===== src/rtl/vga_timing_pkg.sv =====
// Shared VGA timing constants: default 640x480 frame geometry, counter width and tile size.
package vga_timing_pkg;
  localparam int CNT_W            = 10;
  localparam int DEF_TOTAL_COLS   = 800;
  localparam int DEF_TOTAL_ROWS   = 525;
  localparam int DEF_ACTIVE_COLS  = 640;
  localparam int DEF_ACTIVE_ROWS  = 480;
  localparam int TILE_SHIFT       = 5;
  localparam int TILE_W           = CNT_W - TILE_SHIFT;

  typedef logic [CNT_W-1:0] cnt_t;
  typedef logic [TILE_W-1:0] tile_t;

  // Wrapping increment used by both pixel counters.
  function automatic cnt_t cnt_wrap_inc(input cnt_t v, input cnt_t last);
    return (v == last) ? '0 : v + cnt_t'(1);
  endfunction
endpackage


===== src/rtl/sync_edge_detect.sv =====
// Registers one sync bit and flags its rising edge (raw input high while the registered copy is low).
module sync_edge_detect (
  input  logic clk_i,
  input  logic rst_i,
  input  logic sync_i,
  output logic sync_o,
  output logic rise_o
);
  logic sync_q;

  always_ff @(posedge clk_i or posedge rst_i) begin
    if (rst_i) sync_q <= 1'b0;
    else       sync_q <= sync_i;
  end

  assign sync_o = sync_q;
  assign rise_o = sync_i & ~sync_q;
endmodule


===== src/rtl/sync_to_count.sv =====
// Re-times HSync/VSync by one clock and derives column/row counters, frame-start and active flags.
// Optional tile index outputs are enabled with SYNC_TO_COUNT_TILE_EN.
module sync_to_count
  import vga_timing_pkg::*;
#(
  parameter int TOTAL_COLS  = DEF_TOTAL_COLS,
  parameter int TOTAL_ROWS  = DEF_TOTAL_ROWS,
  parameter int ACTIVE_COLS = DEF_ACTIVE_COLS,
  parameter int ACTIVE_ROWS = DEF_ACTIVE_ROWS
) (
  input  logic             i_Clk,
  input  logic             i_Rst,
  input  logic             i_HSync,
  input  logic             i_VSync,
  output logic             o_HSync,
  output logic             o_VSync,
  output logic [CNT_W-1:0] o_Col_Count,
  output logic [CNT_W-1:0] o_Row_Count,
  output logic             o_Frame_Start,
`ifdef SYNC_TO_COUNT_TILE_EN
  output logic [TILE_W-1:0] o_Tile_Col,
  output logic [TILE_W-1:0] o_Tile_Row,
`endif
  output logic             o_Active
);
  localparam cnt_t COL_LAST = cnt_t'(TOTAL_COLS - 1);
  localparam cnt_t ROW_LAST = cnt_t'(TOTAL_ROWS - 1);
  localparam cnt_t ACT_COLS = cnt_t'(ACTIVE_COLS);
  localparam cnt_t ACT_ROWS = cnt_t'(ACTIVE_ROWS);

  logic hs_q;
  logic vs_rise;
  cnt_t col_q, col_d;
  cnt_t row_q, row_d;
  logic fs_q, fs_d;

  sync_edge_detect u_vs_edge (
    .clk_i  (i_Clk),
    .rst_i  (i_Rst),
    .sync_i (i_VSync),
    .sync_o (o_VSync),
    .rise_o (vs_rise)
  );

  // Frame start wins over the end-of-line wrap so counts land on 0/0 with the re-timed VSync.
  always_comb begin
    col_d = col_q;
    row_d = row_q;
    fs_d  = 1'b0;
    if (vs_rise) begin
      col_d = '0;
      row_d = '0;
      fs_d  = 1'b1;
    end else begin
      col_d = cnt_wrap_inc(col_q, COL_LAST);
      if (col_q == COL_LAST) row_d = cnt_wrap_inc(row_q, ROW_LAST);
    end
  end

  always_ff @(posedge i_Clk or posedge i_Rst) begin
    if (i_Rst) begin
      hs_q  <= 1'b0;
      col_q <= '0;
      row_q <= '0;
      fs_q  <= 1'b0;
    end else begin
      hs_q  <= i_HSync;
      col_q <= col_d;
      row_q <= row_d;
      fs_q  <= fs_d;
    end
  end

  assign o_HSync       = hs_q;
  assign o_Col_Count   = col_q;
  assign o_Row_Count   = row_q;
  assign o_Frame_Start = fs_q;
  assign o_Active      = (col_q < ACT_COLS) && (row_q < ACT_ROWS);

`ifdef SYNC_TO_COUNT_TILE_EN
  assign o_Tile_Col = col_q[CNT_W-1:TILE_SHIFT];
  assign o_Tile_Row = row_q[CNT_W-1:TILE_SHIFT];
`endif
endmodule


===== config.mk =====
export PLATFORM = sky130hd
export DESIGN_NAME = sync_to_count
export DESIGN_NICKNAME = d
export VERILOG_FILES = /design/src/rtl/vga_timing_pkg.sv /design/src/rtl/sync_edge_detect.sv /design/src/rtl/sync_to_count.sv
export SDC_FILE = /design/constraint.sdc
export NUM_CORES = 1
export LEC_CHECK = 0
export BUFFER_PORTS_ARGS = -buffer_cell sky130_fd_sc_hd__buf_2
export CAP_MARGIN = 20
export CORE_UTILIZATION = 25
export CTS_CLUSTER_SIZE = 30
export DETAILED_ROUTE_END_ITERATION = 10
export PLACE_DENSITY = 0.54
export SETUP_SLACK_MARGIN = 0.05
export SLEW_MARGIN = 20
export SYNTH_ARGS = -nofsm -noshare
export SYNTH_HDL_FRONTEND = slang
export SYNTH_SLANG_ARGS = --single-unit

===== constraint.sdc =====
create_clock -name i_Clk -period 2.6 [get_ports i_Clk]
set_input_delay 0.39 -clock i_Clk [delete_from_list [all_inputs] [get_ports i_Clk]]
set_output_delay 0.39 -clock i_Clk [all_outputs]
set_load 0.02 [all_outputs]

==> results.yml <==
run_status:
  status: "completed"
global_route:
  grt_max_degree: 24
  grt_pass1_wl_mm: 4.41
  grt_pass1_vias: 952
  antenna_found_initial: 0
  globalRouteTotalUtil: 0.115
  overflow: 0
synthesis:
  yosysTopAreaCell: "dfrtp_1"
  ys_top_cells_by_area: "dfrtp_1, nand4_1, xnor2_1"
  synth_edf_count: 0
  synth_most_common_cell: "dfrtp_1"
  ys_seq_area_frac: 0.508
  ys_dominant_reg_cell: "dfrtp_1"
  ys_ff_latch: 23
  synthArstFlopShare: 1.00
  syn_nets: 123
  ys_warn_count: 0
  synth_cells: 116
  yosys.area.top_type_share: 0.508
  yosys-top-cells-count: "dfrtp_1, nor2_1, nand2_1"
  syn_area_um2: 1130
  syn-mean-instance-area_um2: 9.77
  ys_types: 30
pwr:
  netSwitchingFraction: 0.318
  power_w: 0.000797
  seqPwrFrac: 0.537
  clkPwrFrac: 0.285
  p_per_area_nw_per_um2: 578
  p_switching_w: 0.000253
  intPower_w: 0.000543
  combPwrFrac: 0.177
  p_leak_nw: 0.657
  ir_drop_mv: 0.262
placement:
  io_buffer_count: 27
  dpl.hpwl_mm: 2.01
  gp_congestion: 0.804
floorplan:
  die_h_um: 69.3
  die_area_um2: 4810
  ios: 28
  die_w_um: 69.3
  start_util: 0.260
  rows: 24
  fp.coreArea_um2: 4350
sta:
  finalHoldViolations: 0
  final.setup.tns_ns: 0
  min_period_over_period: 0.800
  fmax_ghz: 0.481
  worstMarginPinSlew_ns: 0.901
  drv_slew: 0
  setup_violations: 0
  holdWs_ns: 0.226
  min_period_ns: 2.08
  clock_skew_ns: 0.00502
  rsz0062_at_grt: "false"
  slew_headroom: 0.398
drt:
  drcViolationCount: 0
  wl_per_cell_um: 13.4
  route.antenna.remaining_nets: 0
  drtIter0Drc: 43
  vias_per_cell: 4.89
  drt-total-wl_mm: 2.66
  drt_pass1_iterations: 4
  vias: 968
finish:
  fin_nets: 154
  antenna_cells: 0
  post_route_cells_drive_above_1_share: 0.240
  syn_to_final_growth_pct: 21.6
cts:
  cts_tree: "yes"
  cts_resized: 0
  htreeDepth: 1
  postCtsSetupBuffers: 0
  ctsRootBufferMaster: "clkbuf_8"
  ctsHoldBuffers: 0
  path_clk_slew_ns: 0.09
  clock_sinks: 23
  clkLatencyLatePin_ns: 0.27
  cts_buffer_depth: 2
  tritoncts.num_buffers: 3
setup_path:
  crit_fanout: 14
  cpPeakStageDelay_ns: 0.54
  worstSetupStartpointType: "register"
  cp.arrival_ns: 2.28
  slowest_stage: "or4_1"
  worstSetupPathType: "reg -> reg"
  required_ns: 2.80
  cp_cell_sequence: "ha_1 -> nand4_1 -> o31a_1 -> or4_1 -> a21oi_1"
  end_kind: "register"
run:
  cap_viol_max_count: 0
hold_path:
  hold_path.class: "in -> reg"
## power groups by stage
stage	combinational (W)	clock [W]	sequential, W
after floorplan	0.0000571	0	0.000460
after global placement	0.000143	0	0.000431
after detailed placement	0.000145	0	0.000433
after CTS	0.000144	0.000235	0.000427
after global routing	0.000154	0.000254	0.000433
final	0.000141	0.000227	0.000428
## layout make-up
type / instances / area [um^2]
Clock buffer: 3 / 41.3
Tap cell: 52 / 65.1
Clock inverter: 1 / 5.00
Multi-Input combinational cell: 85 / 527
Inverter: 6 / 22.5
Timing Repair Buffer: 28 / 143
Sequential cell: 23 / 576
Fill cell: 476 / 2980
## routing by layer
layer	up-vias	routed length, um	global-route usage
met5	-	0	0
met4	0	36	0.0476
met3	4	114	0.0247
met2	23	1290	0.195
met1	468	1220	0.142
li1	473	-	-
## stage by stage
step | instance area [um^2] | instances | util | setup slack [ns]
2_1_floorplan | 1130 | 116 | - | 0.658
3_3_place_gp | 1330 | 194 | 0.306 | 0.624
3_5_place_dp | 1330 | 194 | 0.306 | 0.518
4_1_cts | 1380 | 198 | 0.317 | 0.519
5_1_grt | 1380 | 198 | 0.317 | 0.367
6_report | 1380 | 198 | 0.317 | 0.520
## cell families after synthesis
logic type,share of synthesized area
AOI/OAI and AO/OA,0.105
xor gates and xnor gates,0.0618
adders and majority gates,0.0331
buffers and inverters,0.0276
DFF,0.508
muxes,0.0177
and+or+nand+nor,0.247
## path summary, 6_finish.rpt
check,from,endpoint,slack (ns),cells past startpoint
worst min register to register,o_Col_Count[0],o_Col_Count[0],0.50,1
max in group asynchronous,i_Rst,o_Row_Count[0],1.74,2
min in group asynchronous,i_Rst,o_Row_Count[5],0.31,2
worst max-delay path,o_Col_Count[1],o_Row_Count[9],0.52,5
worst min-delay path,i_HSync,o_HSync,0.23,1
worst max register to register,o_Col_Count[1],o_Row_Count[9],0.52,5
## sequential cells by signal, summed over array words and instances (netlist names)
signal,flops
o_HSync,1
u_vs_edge.sync_o,1
o_Frame_Start,1
o_Col_Count,10
o_Row_Count,10
## worst max-delay path: cells and delay by family (launching register included)
family | cells | cell delay (ns)
AOI/OAI and AO/OA | 2 | 0.62
DFF | 1 | 0.41
and+or+nand+nor | 2 | 0.72
adders and majority gates | 1 | 0.26
## cells in the final DEF (no fill, tap or decap), types with 3 or more instances in the layout
cell / synthesis / layout
buf_2: 1 / 27
dfrtp_1: 23 / 23
nor2_1: 11 / 11
nand2_1: 9 / 9
o21ai_0: 8 / 8
nand4_1: 7 / 7
nand3_1: 6 / 6
a21oi_1: 6 / 6
inv_1: 6 / 6
or3_1: 5 / 5
xnor2_1: 5 / 5
xor2_1: 3 / 3
ha_1: 3 / 3
clkbuf_8: 0 / 3
No activity file was read; power rests on OpenSTA's default activity.
